==> src/rtl/keccak_pkg.sv <==
// Shared constants and state encoding for the Keccak rate-block padder.
// Define KECCAK_LEGACY_PAD_EN to select the original Keccak pad byte instead of the SHA3 suffix.
package keccak_pkg;

  localparam int RATE_BITS       = 576;
  localparam int WORDS_PER_BLOCK = 18;
  localparam int CNT_W           = 5;

  localparam logic [7:0] PAD_LAST = 8'h80;

`ifdef KECCAK_LEGACY_PAD_EN
  localparam logic [7:0] PAD_FIRST = 8'h01;
`else
  localparam logic [7:0] PAD_FIRST = 8'h06;
`endif

  typedef enum logic [1:0] {
    ACCEPT = 2'd0,
    PAD    = 2'd1,
    FULL   = 2'd2,
    DONE   = 2'd3
  } state_e;

endpackage

==> src/rtl/keccak_padder_pad_word.sv <==
// Final-word formatter: keeps the first byte_num bytes (MSB-first), writes PAD_FIRST
// at position byte_num and zeroes the remaining bytes.
module pad_word
  import keccak_pkg::*;
(
  input  logic [31:0] in,
  input  logic [1:0]  byte_num,
  output logic [31:0] out
);

  for (genvar gi = 0; gi < 4; gi++) begin : g_byte
    // Byte gi = 0 is the first message byte, living in in[31:24].
    localparam logic [1:0] POS = 2'(gi);
    assign out[31-8*gi -: 8] = (POS < byte_num)  ? in[31-8*gi -: 8] :
                               (POS == byte_num) ? PAD_FIRST : 8'h00;
  end

endmodule

==> src/rtl/keccak_padder.sv <==
// Collects 32-bit message words into a 576-bit rate block and applies Keccak padding.
// Pad byte selection is controlled by KECCAK_LEGACY_PAD_EN (see keccak_pkg).
module keccak_padder
  import keccak_pkg::*;
(
  input  logic                 clk,
  input  logic                 reset,
  input  logic [31:0]          in,
  input  logic                 in_ready,
  input  logic                 is_last,
  input  logic [1:0]           byte_num,
  output logic                 buffer_full,
  output logic [RATE_BITS-1:0] out,
  output logic                 out_ready,
  input  logic                 f_ack
);

  state_e               state_q, state_d;
  logic [CNT_W-1:0]     cnt_q, cnt_d;
  logic [RATE_BITS-1:0] out_q, out_d;
  logic                 padded_q, padded_d;

  logic [31:0]          last_word;
  logic [CNT_W-1:0]     cnt_inc;
  logic                 last_slot;
  logic                 accept;

  pad_word u_pad_word (
    .in       (in),
    .byte_num (byte_num),
    .out      (last_word)
  );

  assign cnt_inc   = cnt_q + CNT_W'(1);
  assign last_slot = (cnt_inc == CNT_W'(WORDS_PER_BLOCK));
  assign accept    = in_ready && !buffer_full && (state_q == ACCEPT);

  always_ff @(posedge clk) begin
    if (reset) begin
      state_q  <= ACCEPT;
      cnt_q    <= '0;
      out_q    <= '0;
      padded_q <= 1'b0;
    end else begin
      state_q  <= state_d;
      cnt_q    <= cnt_d;
      out_q    <= out_d;
      padded_q <= padded_d;
    end
  end

  always_comb begin
    state_d  = state_q;
    cnt_d    = cnt_q;
    out_d    = out_q;
    padded_d = padded_q;
    case (state_q)
      ACCEPT: begin
        if (accept) begin
          out_d    = {out_q[RATE_BITS-33:0], (is_last ? last_word : in)};
          cnt_d    = cnt_inc;
          padded_d = is_last;
          if (last_slot) begin
            // A final word landing in slot 18 also carries the closing pad bit.
            if (is_last) out_d[7:0] = out_d[7:0] | PAD_LAST;
            state_d = FULL;
          end else if (is_last) begin
            state_d = PAD;
          end
        end
      end
      PAD: begin
        out_d = {out_q[RATE_BITS-33:0], 32'h0000_0000};
        cnt_d = cnt_inc;
        if (last_slot) begin
          out_d[7:0] = PAD_LAST;
          state_d    = FULL;
        end
      end
      FULL: begin
        if (f_ack) begin
          cnt_d   = '0;
          state_d = padded_q ? DONE : ACCEPT;
        end
      end
      DONE:    state_d = DONE;
      default: state_d = ACCEPT;
    endcase
  end

  always_comb begin
    buffer_full = (state_q != ACCEPT);
    out_ready   = (state_q == FULL);
  end

  assign out = out_q;

endmodule

==> config.mk <==
export PLATFORM = sky130hd
export DESIGN_NAME = keccak_padder
export DESIGN_NICKNAME = d
export VERILOG_FILES = /design/src/rtl/keccak_pkg.sv /design/src/rtl/keccak_padder_pad_word.sv /design/src/rtl/keccak_padder.sv
export SDC_FILE = /design/constraint.sdc
export NUM_CORES = 1
export LEC_CHECK = 0
export BUFFER_PORTS_ARGS = -buffer_cell sky130_fd_sc_hd__clkbuf_2
export CORE_AREA = 5 5 234 236
export CTS_CLUSTER_SIZE = 25
export DETAILED_ROUTE_END_ITERATION = 12
export DIE_AREA = 0 0 239 241
export PLACE_DENSITY = 0.72
export SYNTH_ARGS = -nofsm -noshare
export SYNTH_HDL_FRONTEND = slang
export SYNTH_SLANG_ARGS = --single-unit
==> constraint.sdc <==
create_clock -name clk -period 1.71 [get_ports clk]
set_input_delay 0.2565 -clock clk [delete_from_list [all_inputs] [get_ports clk]]
set_output_delay 0.2565 -clock clk [all_outputs]
set_load 0.05 [all_outputs]
==> impl_metrics.py, run 1 <==
metrics = {
    "yosys": {
        "syn-mean-instance-area_um2": 7.92,
        "synth_area_in_compound_gates": 0.130,
        "postSynth.asyncResetShare": 0,
        "syn_area_um2": 24500,
        "synthMuxAreaShare": 0,
        "synthXorXnorAreaFrac": 0.000358,
        "synth.net_count": 3130,
        "synth_largest_area_cell": "dfxtp_1",
        "main_area_contributors_after_synthesis": "dfxtp_1 (48%), buf_4 (17%), nand2_1 (17%), a21oi_1 (11%), clkbuf_1 (1.4%)",
        "yosys_register_bits": 584,
        "synth_largest_type_area_fraction": 0.478,
        "syn-instance-count": 3089,
        "synth-adder-area-share": 0.00102,
        "synth.yosys.seq_area_share": 0.478,
        "synth.lib_cells_used.distinct": 40,
        "synth_enable_flop_cells": 0,
        "synth.yosys.warnings": 0,
        "synth_simple_gate_area_frac": 0.181,
        "synth_ff_type": "dfxtp_1",
        "synth_top_family_by_area": "buffers and inverters",
    },
    "sta": {
        "max_freq_mhz": 600,
        "timing_max_transition_violations_final": 0,
        "final_period_demand_of_the_worst_path_ns": 1.67,
        "finalClockSkew_ns": 0.0161,
        "finalSetupViolations": 0,
        "slew-limit-headroom": 0.661,
        "final.setup.tns_ns": 0,
        "final_hold_viol_count": 0,
        "share_of_the_cycle_needed_by_the_critical_path_after_routing": 0.974,
        "worstMarginPinSlew_ns": 0.508,
    },
    "detailed_routing": {
        "average_wire_per_cell_in_the_routed_design_um": 18.7,
        "antenna_left": 0,
        "dr_total_vias": 19681,
        "detail_route.drc_violations": 0,
        "avgViaCountPerCell": 5.06,
        "detail_route.iter0.violations": 1555,
        "drtPass1Iterations": 6,
        "detail_route.wirelength_um": 72900,
    },
    "clock_tree": {
        "clockBufferDepth": 3,
        "cts_max_level": 2,
        "numCtsBuffers": 59,
        "cts_root_buf": "clkbuf_16",
        "clk_pin_slew_ns": 0.07,
        "cts_sinks": 584,
        "tritoncts_clock_tree": "done",
        "clock_latency_ns": 0.59,
    },
    "critical_path": {
        "worst-endpoint-arrival_ns": 1.41,
        "crit_fanout": 5,
        "setup.worst_path.start_class": "register",
        "setup.worst_path.class": "reg2out",
        "critical_path_required_ns": 1.45,
        "timing.critical_path.to_type": "output pin",
    },
    "final_layout": {
        "share_of_layout_cells_above_drive_strength_1": 0.259,
        "commonest_non_fill_non_tap_cell_in_the_layout": "nand2_1",
        "commonest_non_fill_non_tap_cells_in_the_layout": "nand2_1 (1,101), clkbuf_2 (607), dfxtp_1 (580), a21oi_1 (557), buf_4 (69)",
        "layout.cells.non_filler": 3892,
        "area_growth_syn_to_layout_pct": 9.36,
        "antenna_cells": 0,
        "fill_cells": 4993,
        "fin_nets": 3201,
    },
    "grt": {
        "grt_start_max_net_pins": 65,
        "number_of_global_route_vias_before_repair": 18017,
        "grt-ovfl-total": 0,
        "global_route.usage.total": 0.232,
        "grt_antenna_before_repair": 1,
        "grt_pass1_wl_um": 107000,
    },
    "placement": {
        "port-buffer-count": 616,
        "post-place-cells": 3749,
        "place_congestion": 0.918,
        "dp_hpwl_um": 53700,
    },
    "pwr": {
        "power.static_leakage_nw": 10.6,
        "vdd.ir_drop.worst_mv": 0.809,
        "totalPowerFinal_mw": 28.6,
        "p_per_area_nw_per_um2": 1070,
    },
    "floorplan": {
        "core.rowCount": 84,
        "start_util": 0.468,
        "floorplan.die_area_um2": 57600,
        "io_pins": 617,
        "chipWidth_um": 239,
        "die-height_um": 241,
        "design.core.area_um2": 52200,
    },
    "hold_path": {
        "hold_class": "in2reg",
    },
    "flow_run": {
        "cap_violations": 0,
    },
    "outcome": {
        "status": "completed",
    },
}
[cell families after synthesis]
kind of cell | count (synthesis)
AND/OR/NAND/NOR | 1154
adder cells (fa/ha/maj) | 2
XOR/XNOR | 1
buffers and inverters | 742
AO/OA/AOI/OAI | 606
flip-flops | 584
[report_power, final]
| part | total [mW] | switching (mW) | internal (mW) |
|---|---|---|---|
| sequential | 13.8 | 0.0987 | 13.7 |
| combinational | 1.90 | 1.37 | 0.534 |
| clock | 12.9 | 5.30 | 7.61 |
| total | 28.6 | 6.77 | 21.8 |
[cells in the mapped netlist (2+ instances only)]
library cell	instances
a22oi_1	23
buf_2	59
buf_4	563
nor2_1	34
dfxtp_1	584
a211oi_1	2
buf_1	3
a21oi_1	557
ha_1	2
clkbuf_1	88
buf_6	24
a21oi_2	4
nand3_1	3
nor2b_1	2
o21ai_0	9
nand3b_1	2
inv_1	5
o21ai_2	3
nand2_1	1101
[sequential cells by signal, indices dropped and copies added (netlist names)]
register	flops
state_q	2
padded_q	1
out	576
cnt_q	5
[cell type report]
class | instances | area, µm² | share of cell area
multi-input cells | 1763 | 7640 | 0.286
repair buffers | 747 | 4580 | 0.171
flip-flops and latches | 584 | 11700 | 0.437
clock inverters | 20 | 216 | 0.00809
clock buffers | 85 | 1730 | 0.0648
well taps | 688 | 861 | 0.0322
inverters | 5 | 18.8 | 0.000702
[through the flow]
| step | setup slack, ns | util | hold WS, ns | cell area, µm² |
|---|---|---|---|---|
| after floorplan | 0.194 | - | 0.405 | 24500 |
| after global placement | 0.174 | 0.466 | 0.441 | 24300 |
| after detailed placement | 0.111 | 0.466 | 0.446 | 24300 |
| after CTS | -0.00512 | 0.511 | 0.0219 | 26700 |
| after global routing | -0.00434 | 0.512 | 0.0534 | 26800 |
| final | 0.0438 | 0.512 | 0.0661 | 26800 |
[critical path, cell delays in order (launching register included)]
cell and delay [ns]:
dfxtp_4 0.36, or2_4 0.27, clkbuf_16 0.18
[timing repair]
item | 4_1_cts | 5_1_grt
hold buffers | 32 | 0
pin swaps | 1 | 1
resized for setup | 18 | 2
hold endpoints to repair | 32 | 0
setup endpoints to repair | 7 | 12
setup buffers | 2 | 3
gates cloned | 0 | 2
[worst paths after layout]
path                            from               endpoint  slack, ns  cells past startpoint
min                          is_last  padded_q$_SDFFE_PP0P_       0.07                      3
min reg2reg    out[563]$_SDFFE_PP0P_  out[563]$_SDFFE_PP0P_       0.45                      2
max          state_q[0]$_SDFFE_PP0P_            buffer_full       0.04                      2
max reg2reg  state_q[0]$_SDFFE_PP0P_  out[535]$_SDFFE_PP0P_       0.12                      6
[metal layers]
layer | GRT usage | share of wire | vias to the layer above
met5 | 0 | 0 | -
met4 | 0.0854 | 0.039 | 0
met3 | 0.0668 | 0.090 | 158
met2 | 0.394 | 0.49 | 824
met1 | 0.283 | 0.38 | 9242
li1 | - | - | 9457
(Power assumes the default switching activity.)
==> run 2: changes to the inputs <==
--- a/config.mk
+++ b/config.mk
@@ -6,11 +6,13 @@
 export NUM_CORES = 1
 export LEC_CHECK = 0
 export BUFFER_PORTS_ARGS = -buffer_cell sky130_fd_sc_hd__clkbuf_2
-export CORE_AREA = 5 5 234 236
+export CORE_AREA = 5 5 236 238
 export CTS_CLUSTER_SIZE = 25
 export DETAILED_ROUTE_END_ITERATION = 12
-export DIE_AREA = 0 0 239 241
+export DIE_AREA = 0 0 241 243
 export PLACE_DENSITY = 0.72
+export SETUP_SLACK_MARGIN = 0.02
 export SYNTH_ARGS = -nofsm -noshare
 export SYNTH_HDL_FRONTEND = slang
+export SYNTH_HIERARCHICAL = 1
 export SYNTH_SLANG_ARGS = --single-unit
==> impl_metrics.py, run 2 <==
metrics = {
    "grt": {
        "grt_antenna_before_repair": 1,
        "global_route.usage.total": 0.237,
        "grt_pass1_wl_um": 110000,
        "grt-ovfl-total": 0,
        "number_of_global_route_vias_before_repair": 18400,
        "grt_start_max_net_pins": 142,
    },
    "hold_path": {
        "min_delay_worst_endpoint": "out[4]$_SDFFE_PP0P_",
        "hold_depth": 4,
        "hold_class": "in2reg",
        "hold_crit_start": "in[4]",
    },
    "yosys": {
        "main_area_contributors_after_synthesis": "dfxtp_1 (47%), buf_4 (18%), nand2_1 (17%), a21oi_1 (11%), buf_2 (1.7%)",
        "syn-instance-count": 3151,
        "synth_ff_type": "dfxtp_1",
        "synth.lib_cells_used.distinct": 41,
        "postSynth.asyncResetShare": 0,
        "synth_largest_type_area_fraction": 0.470,
        "syn_area_um2": 24900,
        "yosys_register_bits": 584,
        "synth.yosys.seq_area_share": 0.470,
        "syn-mean-instance-area_um2": 7.89,
        "synthTopCellsByCount": "nand2_1 (1,119), buf_4 (599), dfxtp_1 (584), a21oi_1 (552), buf_2 (83)",
        "synth_largest_area_cell": "dfxtp_1",
        "post-synth-top-count-cell": "nand2_1",
        "synth_enable_flop_cells": 0,
        "synth.yosys.warnings": 6,
    },
    "floorplan": {
        "design.core.area_um2": 53400,
        "start_util": 0.466,
        "floorplan.die_area_um2": 58600,
        "die-height_um": 243,
        "io_pins": 617,
        "core.rowCount": 85,
        "chipWidth_um": 241,
    },
    "sta": {
        "final_hold_viol_count": 0,
        "finalClockSkew_ns": 0.0202,
        "finalHoldWorstSlack_ns": 0.0357,
        "rsz0062_at_grt": "true",
        "max_freq_mhz": 596,
        "final_period_demand_of_the_worst_path_ns": 1.68,
        "share_of_the_cycle_needed_by_the_critical_path_after_routing": 0.981,
        "timing_max_transition_violations_final": 0,
        "worstMarginPinSlew_ns": 0.685,
        "slew-limit-headroom": 0.544,
        "finalSetupViolations": 0,
    },
    "clock_tree": {
        "numCtsBuffers": 60,
        "clk_pin_slew_ns": 0.06,
        "clock_latency_ns": 0.61,
        "clockBufferDepth": 3,
        "cts_sinks": 584,
        "cts_root_buf": "clkbuf_16",
        "tritoncts_clock_tree": "done",
        "cts_max_level": 2,
    },
    "placement": {
        "port-buffer-count": 616,
        "dp_hpwl_um": 55400,
        "place_congestion": 0.928,
    },
    "critical_path": {
        "worstRegToRegCells": 7,
        "critical_path_required_ns": 2.23,
        "critical-path-top-delay-family": "buffers and inverters",
        "timing.critical_path.cells": "buf_6 -> buf_4 -> o21bai_4 -> buf_12 -> buf_12 -> nand2_1 -> a21oi_1",
        "crit_fanout": 45,
        "setup.worst_path.class": "reg2reg",
        "worst-endpoint-arrival_ns": 2.20,
        "critical_path.startpoint": "state_q[0]$_SDFFE_PP0P_",
        "timing.critical_path.to_type": "register",
        "cpPeakStageDelay_ns": 0.32,
        "critPathBufInv": 4,
        "timing.critical_path.mode_cell": "buf_12",
        "crit_path_slowest_cell": "dfxtp_2",
        "setup.worst_path.start_class": "register",
        "r2r_end": "out[73]$_SDFFE_PP0P_",
        "rrSetupSlack_ns": 0.03,
        "r2r-start": "state_q[0]$_SDFFE_PP0P_",
    },
    "final_layout": {
        "area_growth_syn_to_layout_pct": 9.66,
        "commonest_non_fill_non_tap_cells_in_the_layout": "nand2_1 (1,118), clkbuf_2 (592), dfxtp_1 (576), a21oi_1 (543), clkbuf_16 (63)",
        "fin_nets": 3244,
        "multi_input_comb_area_um2": 8040,
        "max_ffs_per_register": 576,
        "fill_cells": 5133,
        "share_of_layout_cells_above_drive_strength_1": 0.258,
        "seqCellArea_um2": 11700,
        "commonest_non_fill_non_tap_cell_in_the_layout": "nand2_1",
    },
    "pwr": {
        "totalPowerFinal_mw": 29.2,
        "vdd.ir_drop.worst_mv": 0.768,
        "power.static_leakage_nw": 10.9,
        "p_per_area_nw_per_um2": 1070,
    },
    "detailed_routing": {
        "avgViaCountPerCell": 5.09,
        "drtPass1Iterations": 6,
        "detail_route.wirelength_um": 75200,
        "average_wire_per_cell_in_the_routed_design_um": 19.1,
        "detail_route.drc_violations": 0,
        "antenna_left": 0,
        "detail_route.iter0.violations": 1351,
        "dr_total_vias": 20091,
    },
    "flow_run": {
        "cap_violations": 0,
    },
    "outcome": {
        "status": "completed",
    },
}
## run 2: cells by family after synthesis
logic type / Yosys count / share of synthesized area
adders and majority gates: 2 / 0.00101
buffers and inverters: 756 / 0.210
muxes: 32 / 0.0129
DFF: 584 / 0.470
other: 1 / 0.000151
xor gates and xnor gates: 1 / 0.000352
and+or+nand+nor: 1175 / 0.182
AOI/OAI and AO/OA: 600 / 0.124
## run 2: worst max-delay path by stage
stage                     depth (start not counted)  slack [ns]                    end
after floorplan                                   3        0.26              out_ready
after global placement                            4        0.03    out[8]$_SDFFE_PP0P_
after detailed placement                          4       0.006    out[8]$_SDFFE_PP0P_
after CTS                                         4       -0.01              out_ready
after global routing                              7       -0.05  out[437]$_SDFFE_PP0P_
final                                             7        0.03   out[73]$_SDFFE_PP0P_
## run 2: power by group
part	internal, mW	switching (mW)
combinational	0.630	1.55
sequential	13.7	0.119
clock	7.66	5.49
total	22.0	7.16
## run 2: metrics by stage
step / TNS [ns] / util / setup slack, ns / instances / instance area, µm²
final: 0 / 0.511 / 0.0333 / 3946 / 27300
after global routing: -0.774 / 0.511 / -0.0494 / 3946 / 27300
after CTS: -0.0105 / 0.508 / -0.0105 / 3940 / 27100
after detailed placement: 0 / 0.463 / 0.00623 / 3798 / 24700
after global placement: 0 / 0.463 / 0.0346 / 3798 / 24700
after floorplan: 0 / - / 0.257 / 3156 / 24900
## run 2: final cells by class
type	count	share of cell area
flip-flops and latches	584	0.429
multi-input cells	1816	0.295
repair buffers	735	0.170
clock buffers	90	0.0655
well taps	696	0.0319
clock inverters	18	0.00748
inverters	6	0.000918
diodes	1	0.0000918
## run 2: timing repair
action                     CTS  global route
gates resized for setup     37            24
pin swaps                    0             4
hold endpoints to repair    40             0
setup buffers                4             3
setup endpoints to repair   21           291
gates cloned                 0             2
hold buffers                30             0
## run 2: worst register-to-register path, stage by stage, from the launching register on
cell      delay [ns]
dfxtp_2         0.32
buf_6           0.12
buf_4           0.15
o21bai_4        0.23
buf_12          0.25
buf_12          0.27
nand2_1         0.10
a21oi_1         0.17
## run 2: routing by layer
metal | up-vias | GRT usage | wire length, µm
met4 | 0 | 0.0953 | 3380
met3 | 191 | 0.0607 | 6160
met2 | 800 | 0.406 | 37000
li1 | 9612 | - | -
met1 | 9488 | 0.283 | 28700
met5 | - | 0 | 0
